### src/rtl/pipe_addsub.sv
// ---------------------------------------------------------------------------
// pipe_addsub
//   Pipelined adder/subtractor. The WIDTH-bit operation is split into STAGES
//   equal chunks of CHUNK = WIDTH/STAGES bits. Stage k resolves chunk k using
//   the registered carry of stage k-1, so each carry chain is CHUNK bits long.
//   Operand bits still to be summed and sum bits already produced travel
//   forward with the op. The last stage's registers hold the result and flags.
//
// Ports
//   clk        : clock, rising edge
//   rst_n      : synchronous active-low reset
//   in_valid   : a/b/sub valid this cycle
//   in_ready   : operands are accepted this cycle (independent of in_valid)
//   a, b       : WIDTH-bit operands
//   sub        : 0 -> A+B, 1 -> A-B
//   out_valid  : result/flags valid
//   out_ready  : consumer takes the result this cycle
//   result     : {carry-out, sum}; for sub, carry-out=1 means A>=B unsigned
//   ovf        : signed overflow of the WIDTH-bit sum
//   zero       : sum bits are all zero (carry-out ignored)
//   max_val    : constant all-ones, WIDTH bits
// ---------------------------------------------------------------------------
module pipe_addsub #(
    parameter int WIDTH  = 8,
    parameter int STAGES = 2
) (
    input  logic             clk,
    input  logic             rst_n,
    input  logic             in_valid,
    output logic             in_ready,
    input  logic [WIDTH-1:0] a,
    input  logic [WIDTH-1:0] b,
    input  logic             sub,
    output logic             out_valid,
    input  logic             out_ready,
    output logic [WIDTH:0]   result,
    output logic             ovf,
    output logic             zero,
    output logic [WIDTH-1:0] max_val
);

    localparam int CHUNK = WIDTH / STAGES;

    typedef logic [WIDTH-1:0] word_t;

    // Per-stage pipeline registers (index k = output of stage k).
    logic [STAGES-1:0] vld_q, vld_d;
    logic [STAGES-1:0] cy_q, cy_d;
    word_t             a_q   [STAGES];
    word_t             a_d   [STAGES];
    word_t             b_q   [STAGES];
    word_t             b_d   [STAGES];
    word_t             sum_q [STAGES];
    word_t             sum_d [STAGES];
    logic              ovf_q, ovf_d;
    logic              zero_q, zero_d;

    // Inputs seen by each stage: ports for stage 0, previous registers otherwise.
    logic [STAGES-1:0] src_v;
    logic [STAGES-1:0] src_c;
    word_t             src_a   [STAGES];
    word_t             src_b   [STAGES];
    word_t             src_sum [STAGES];

    logic              advance;
    logic [CHUNK:0]    chunk;
    logic              msb_cin;

    // Stage inputs, per-chunk addition, global stall and output flag computation.
    always_comb begin
        // A full output that is not being drained freezes the whole pipe.
        advance = ~vld_q[STAGES-1] | out_ready;

        src_v = {STAGES{1'b0}};
        src_c = {STAGES{1'b0}};
        for (int k = 0; k < STAGES; k++) begin
            src_a[k]   = {WIDTH{1'b0}};
            src_b[k]   = {WIDTH{1'b0}};
            src_sum[k] = {WIDTH{1'b0}};
        end

        // Subtraction is A + ~B + 1: invert B once on entry, carry-in = sub.
        src_v[0]   = in_valid;
        src_a[0]   = a;
        if (sub) begin
            src_b[0] = ~b;
        end else begin
            src_b[0] = b;
        end
        src_c[0]   = sub;
        for (int k = 1; k < STAGES; k++) begin
            src_v[k]   = vld_q[k-1];
            src_a[k]   = a_q[k-1];
            src_b[k]   = b_q[k-1];
            src_c[k]   = cy_q[k-1];
            src_sum[k] = sum_q[k-1];
        end

        vld_d = vld_q;
        cy_d  = cy_q;
        for (int k = 0; k < STAGES; k++) begin
            a_d[k]   = a_q[k];
            b_d[k]   = b_q[k];
            sum_d[k] = sum_q[k];
        end
        chunk   = {(CHUNK + 1){1'b0}};
        msb_cin = 1'b0;
        ovf_d   = ovf_q;
        zero_d  = zero_q;

        if (advance) begin
            for (int k = 0; k < STAGES; k++) begin
                chunk = {1'b0, src_a[k][k*CHUNK +: CHUNK]}
                      + {1'b0, src_b[k][k*CHUNK +: CHUNK]}
                      + {{CHUNK{1'b0}}, src_c[k]};
                vld_d[k]                  = src_v[k];
                a_d[k]                    = src_a[k];
                b_d[k]                    = src_b[k];
                sum_d[k]                  = src_sum[k];
                sum_d[k][k*CHUNK +: CHUNK] = chunk[CHUNK-1:0];
                cy_d[k]                   = chunk[CHUNK];
            end
            // Carry into the MSB recovered from the MSB full-adder terms.
            msb_cin = src_a[STAGES-1][WIDTH-1] ^ src_b[STAGES-1][WIDTH-1]
                    ^ sum_d[STAGES-1][WIDTH-1];
            ovf_d   = msb_cin ^ cy_d[STAGES-1];
            zero_d  = (sum_d[STAGES-1] == {WIDTH{1'b0}});
        end else begin
            msb_cin = 1'b0;
        end
    end

    // Pipeline state register with synchronous active-low reset.
    always_ff @(posedge clk) begin
        if (!rst_n) begin
            vld_q  <= {STAGES{1'b0}};
            cy_q   <= {STAGES{1'b0}};
            ovf_q  <= 1'b0;
            zero_q <= 1'b0;
            for (int k = 0; k < STAGES; k++) begin
                a_q[k]   <= {WIDTH{1'b0}};
                b_q[k]   <= {WIDTH{1'b0}};
                sum_q[k] <= {WIDTH{1'b0}};
            end
        end else begin
            vld_q  <= vld_d;
            cy_q   <= cy_d;
            ovf_q  <= ovf_d;
            zero_q <= zero_d;
            for (int k = 0; k < STAGES; k++) begin
                a_q[k]   <= a_d[k];
                b_q[k]   <= b_d[k];
                sum_q[k] <= sum_d[k];
            end
        end
    end

    assign in_ready  = advance;
    assign out_valid = vld_q[STAGES-1];
    assign result    = {cy_q[STAGES-1], sum_q[STAGES-1]};
    assign ovf       = ovf_q;
    assign zero      = zero_q;
    assign max_val   = {WIDTH{1'b1}};

endmodule

### config.mk
export PLATFORM = sky130hd
export DESIGN_NAME = pipe_addsub
export DESIGN_NICKNAME = d
export VERILOG_FILES = /design/src/rtl/pipe_addsub.sv
export SDC_FILE = /design/constraint.sdc
export NUM_CORES = 1
export LEC_CHECK = 0
export ABC_AREA = 1
export BUFFER_PORTS_ARGS = -buffer_cell sky130_fd_sc_hd__buf_2
export CAP_MARGIN = 20
export CORE_MARGIN = 3
export CORE_UTILIZATION = 52
export CTS_BUF_LIST = sky130_fd_sc_hd__clkbuf_4 sky130_fd_sc_hd__clkbuf_8
export CTS_CLUSTER_SIZE = 25
export DETAILED_ROUTE_END_ITERATION = 6
export PLACE_DENSITY = 0.81
export SLEW_MARGIN = 0
export SYNTH_ARGS = -nofsm -noshare
export SYNTH_HDL_FRONTEND = slang
export SYNTH_SLANG_ARGS = --single-unit
### constraint.sdc
create_clock -name clk -period 2.3 [get_ports clk]
set_clock_uncertainty 0.15 [all_clocks]
set_input_delay 0 -clock clk [delete_from_list [all_inputs] [get_ports clk]]
set_output_delay 0 -clock clk [all_outputs]
set_load 0.05 [all_outputs]
==> flow_summary_export.csv <==
group,metric,value,unit
logic_synthesis,syn_avg_cell_area,8.37,um^2
drt,drt-total-wl,2950,um
drt,drc,0,
finish,register_area,601,um^2
setup_path,cpPeakStageDelay,0.42,ns
logic_synthesis,synth.top_cell.area_share,26.7,%
setup_path,crit_fanout,2,
drt,routed_via_density,4.79,
timing,hold_slack,-0.00788,ns
setup_path,worst_setup_path_end_kind,"flop",
logic_synthesis,ys_warn_count,0,
place,portBuffers,33,
drt,routed.top_layer,"met4",
logic_synthesis,synth.most_common_cell,"nand2_1",
logic_synthesis,synth_cell_types,21,
logic_synthesis,async_flop_share,0,%
power,clockPowerShare,18.2,%
logic_synthesis,synth-edff-count,8,
logic_synthesis,synth-seq-cells,26,
logic_synthesis,synthFlopType,"dfxtp_1",
finish,area_delta_synth_final,29.2,%
grt,grt_pass1_vias,1173,
timing,tns,0,ns
power,comb_power_share,31.8,%
clock_tree,cts-resized-gates,0,
power,power.leakage,0.000881,uW
logic_synthesis,yosys-top-cells-count,"nand2_1, inv_1, dfxtp_1",
power,intPower,702,uW
clock_tree,path_clk_slew,0.15,ns
setup_path,cp-start-kind,"flop",
timing,setup_viol,0,
finish,finalNonFillerCells,244,
flow_run,max_cap_viol_count,0,
drt,route.met2.wl,1570,um
timing,worst_pin_slew,0.529,ns
grt,overflow,0,
grt,grt_max_degree,15,
timing,rsz0062_at_grt,"false",
power,switchingPower,387,uW
timing,relSlewSlack,64.6,%
logic_synthesis,synth_area_leaders,"dfxtp_1, edfxtp_1, nand2_1, inv_1, buf_4",
grt,antenna_found_initial,0,
drt,via_count,1169,
finish,multi_input_area,599,um^2
clock_tree,htreeDepth,1,
clock_tree,clkSinkCount,26,
floorplan,io_pins,42,
drt,drt-initial-drc-count,27,
grt,track_usage,19.7,%
logic_synthesis,seq_area_frac_synth,44.6,%
logic_synthesis,syn_area,1350,um^2
timing,min_period_over_period,80.3,%
timing,final-max-slew-violation-count,0,
grt,grt_pass1_wl,5010,um
floorplan,num_rows,17,
clock_tree,clkLatencyLatePin,0.32,ns
clock_tree,cts-buffers-inserted,3,
drt,first_pass_iters,4,
drt,wl_per_cell,12.1,um
logic_synthesis,syn_inst,161,
floorplan,core,2340,um^2
finish,nNetsFinal,247,
drt,ant_nets,0,
floorplan,die_area,3240,um^2
min_path,hp-class,"primary input to flop",
floorplan,initial_core_util,57.6,%
clock_tree,cts_root_buf,"clkbuf_4",
setup_path,critPathKind,"flop to flop",
finish,n_antenna_cell,0,
drt,wl_met1,1140,um
floorplan,die_w,56.9,um
power,seqPwrFrac,49.9,%
setup_path,crit_path_top_delay_cell,"edfxtp_1",
finish,drive_above_1_share,19.0,%
outcome,violations,"negative hold slack",
outcome,outcome,"finished, violations left",
place,dp_hpwl,2000,um
place,dp_cells,218,
timing,hold_viol,1,
power,power_density,626,nW/um^2
setup_path,cp.required,2.37,ns
place,place_congestion,0.843,
clock_tree,cts_tree,"done",
timing,fin_crit,1.85,ns
clock_tree,clockBufferDepth,2,
drt,wl_met3,157,um
logic_synthesis,synth_top_cell_by_area,"dfxtp_1",
power,ir_drop,485,uV
setup_path,crit_path_cell_trace,"fa_1 > inv_1 > fa_1 > nand4_1 > nor2_1 > nand2_1 > nand2_1",
floorplan,dieHeight,56.9,um
setup_path,crit_arrival,1.92,ns
power,switching_share,35.5,%
finish,fill_cells,172,
timing,fmax,541,MHz
## logic make-up after synthesis
kind of cell	after synthesis	synth area share, %
simple gates	62	19.2
buf+inv	36	12.9
flops	26	44.6
compound gates	18	7.15
xor+xnor	9	5.85
fa+ha+maj	9	10.0
other cells	1	0.278
## cell usage in the layout, fill, tap and decap left out
cell type       n
clkbuf_4        3
nand3_1         7
nand2_1        42
a22o_1          1
nor2_1         10
dfxtp_1        18
o22ai_1         2
o21ai_1         1
a21oi_1         3
buf_2          33
xnor2_1         5
inv_1          22
o21ai_0        11
ha_1            6
conb_1          8
clkinv_1        1
xor2_1          4
inv_2           3
nand4_1         1
fa_1            3
nor2_4          2
dlygate4sd3_1  22
edfxtp_1        8
## metrics by stage
stage | power, uW | worst slack [ns] | instance area, um^2 | util [%]
2_1_floorplan | 800 | 0.525 | 1370 | -
3_3_place_gp | 851 | 0.527 | 1490 | 63.9
3_5_place_dp | 864 | 0.479 | 1490 | 63.9
4_1_cts | 1080 | 0.461 | 1740 | 74.4
5_1_grt | 1150 | 0.359 | 1740 | 74.4
6_report | 1090 | 0.452 | 1740 | 74.4
## registers in the layout, indices dropped and copies added (netlist names)
register  count
zero          1
a_q           4
sum_q        12
ovf           1
cy_q          2
b_q           4
vld_q         2
## metal layers
layer / vias to the layer above / track usage [%]
met3: 8 / 4.83
li1: 593 / -
met4: 0 / 8.28
met1: 531 / 21.0
met5: - / 0
met2: 37 / 36.5
## path summary, 6_finish.rpt
path	from	end	slack, ns	cells past startpoint
worst max register to register	a_q[0][4]$_SDFFCE_PN0P_	zero$_SDFFE_PN0N_	0.45	7
worst max-delay path	a_q[0][4]$_SDFFCE_PN0P_	zero$_SDFFE_PN0N_	0.45	7
worst min register to register	sum_q[0][15]$_SDFFE_PN0N_	sum_q[0][15]$_SDFFE_PN0N_	0.32	2
worst min-delay path	out_ready	sum_q[0][15]$_SDFFE_PN0N_	-0.008	5
## critical path: cells and delay by family (launching register included)
kind	cells	cell delay (ns)
flip-flops	1	0.42
AND/OR/NAND/NOR	4	0.24
buffers and inverters	1	0.08
adder cells (fa/ha/maj)	2	0.84
## final cells by class
type | instances | area share (%)
multi-input combinational | 106 | 34.4
tap | 28 | 2.01
inverter | 25 | 5.39
clock buffer | 3 | 1.29
sequential | 26 | 34.5
timing repair buffer | 55 | 22.1
clock inverter | 1 | 0.216
## power groups by stage
stage,Combinational (uW),Sequential (uW),Clock (uW)
2_1_floorplan,177,623,0
3_3_place_gp,301,550,0
3_5_place_dp,311,553,0
4_1_cts,342,543,193
5_1_grt,379,551,221
6_report,347,544,198
## timing repair
action | in CTS | in global routing
hold buffers | 22 | 0
hold endpoints to repair | 14 | 0
setup buffers | 0 | 0
Note: power is estimated with default switching activity, not from simulation.
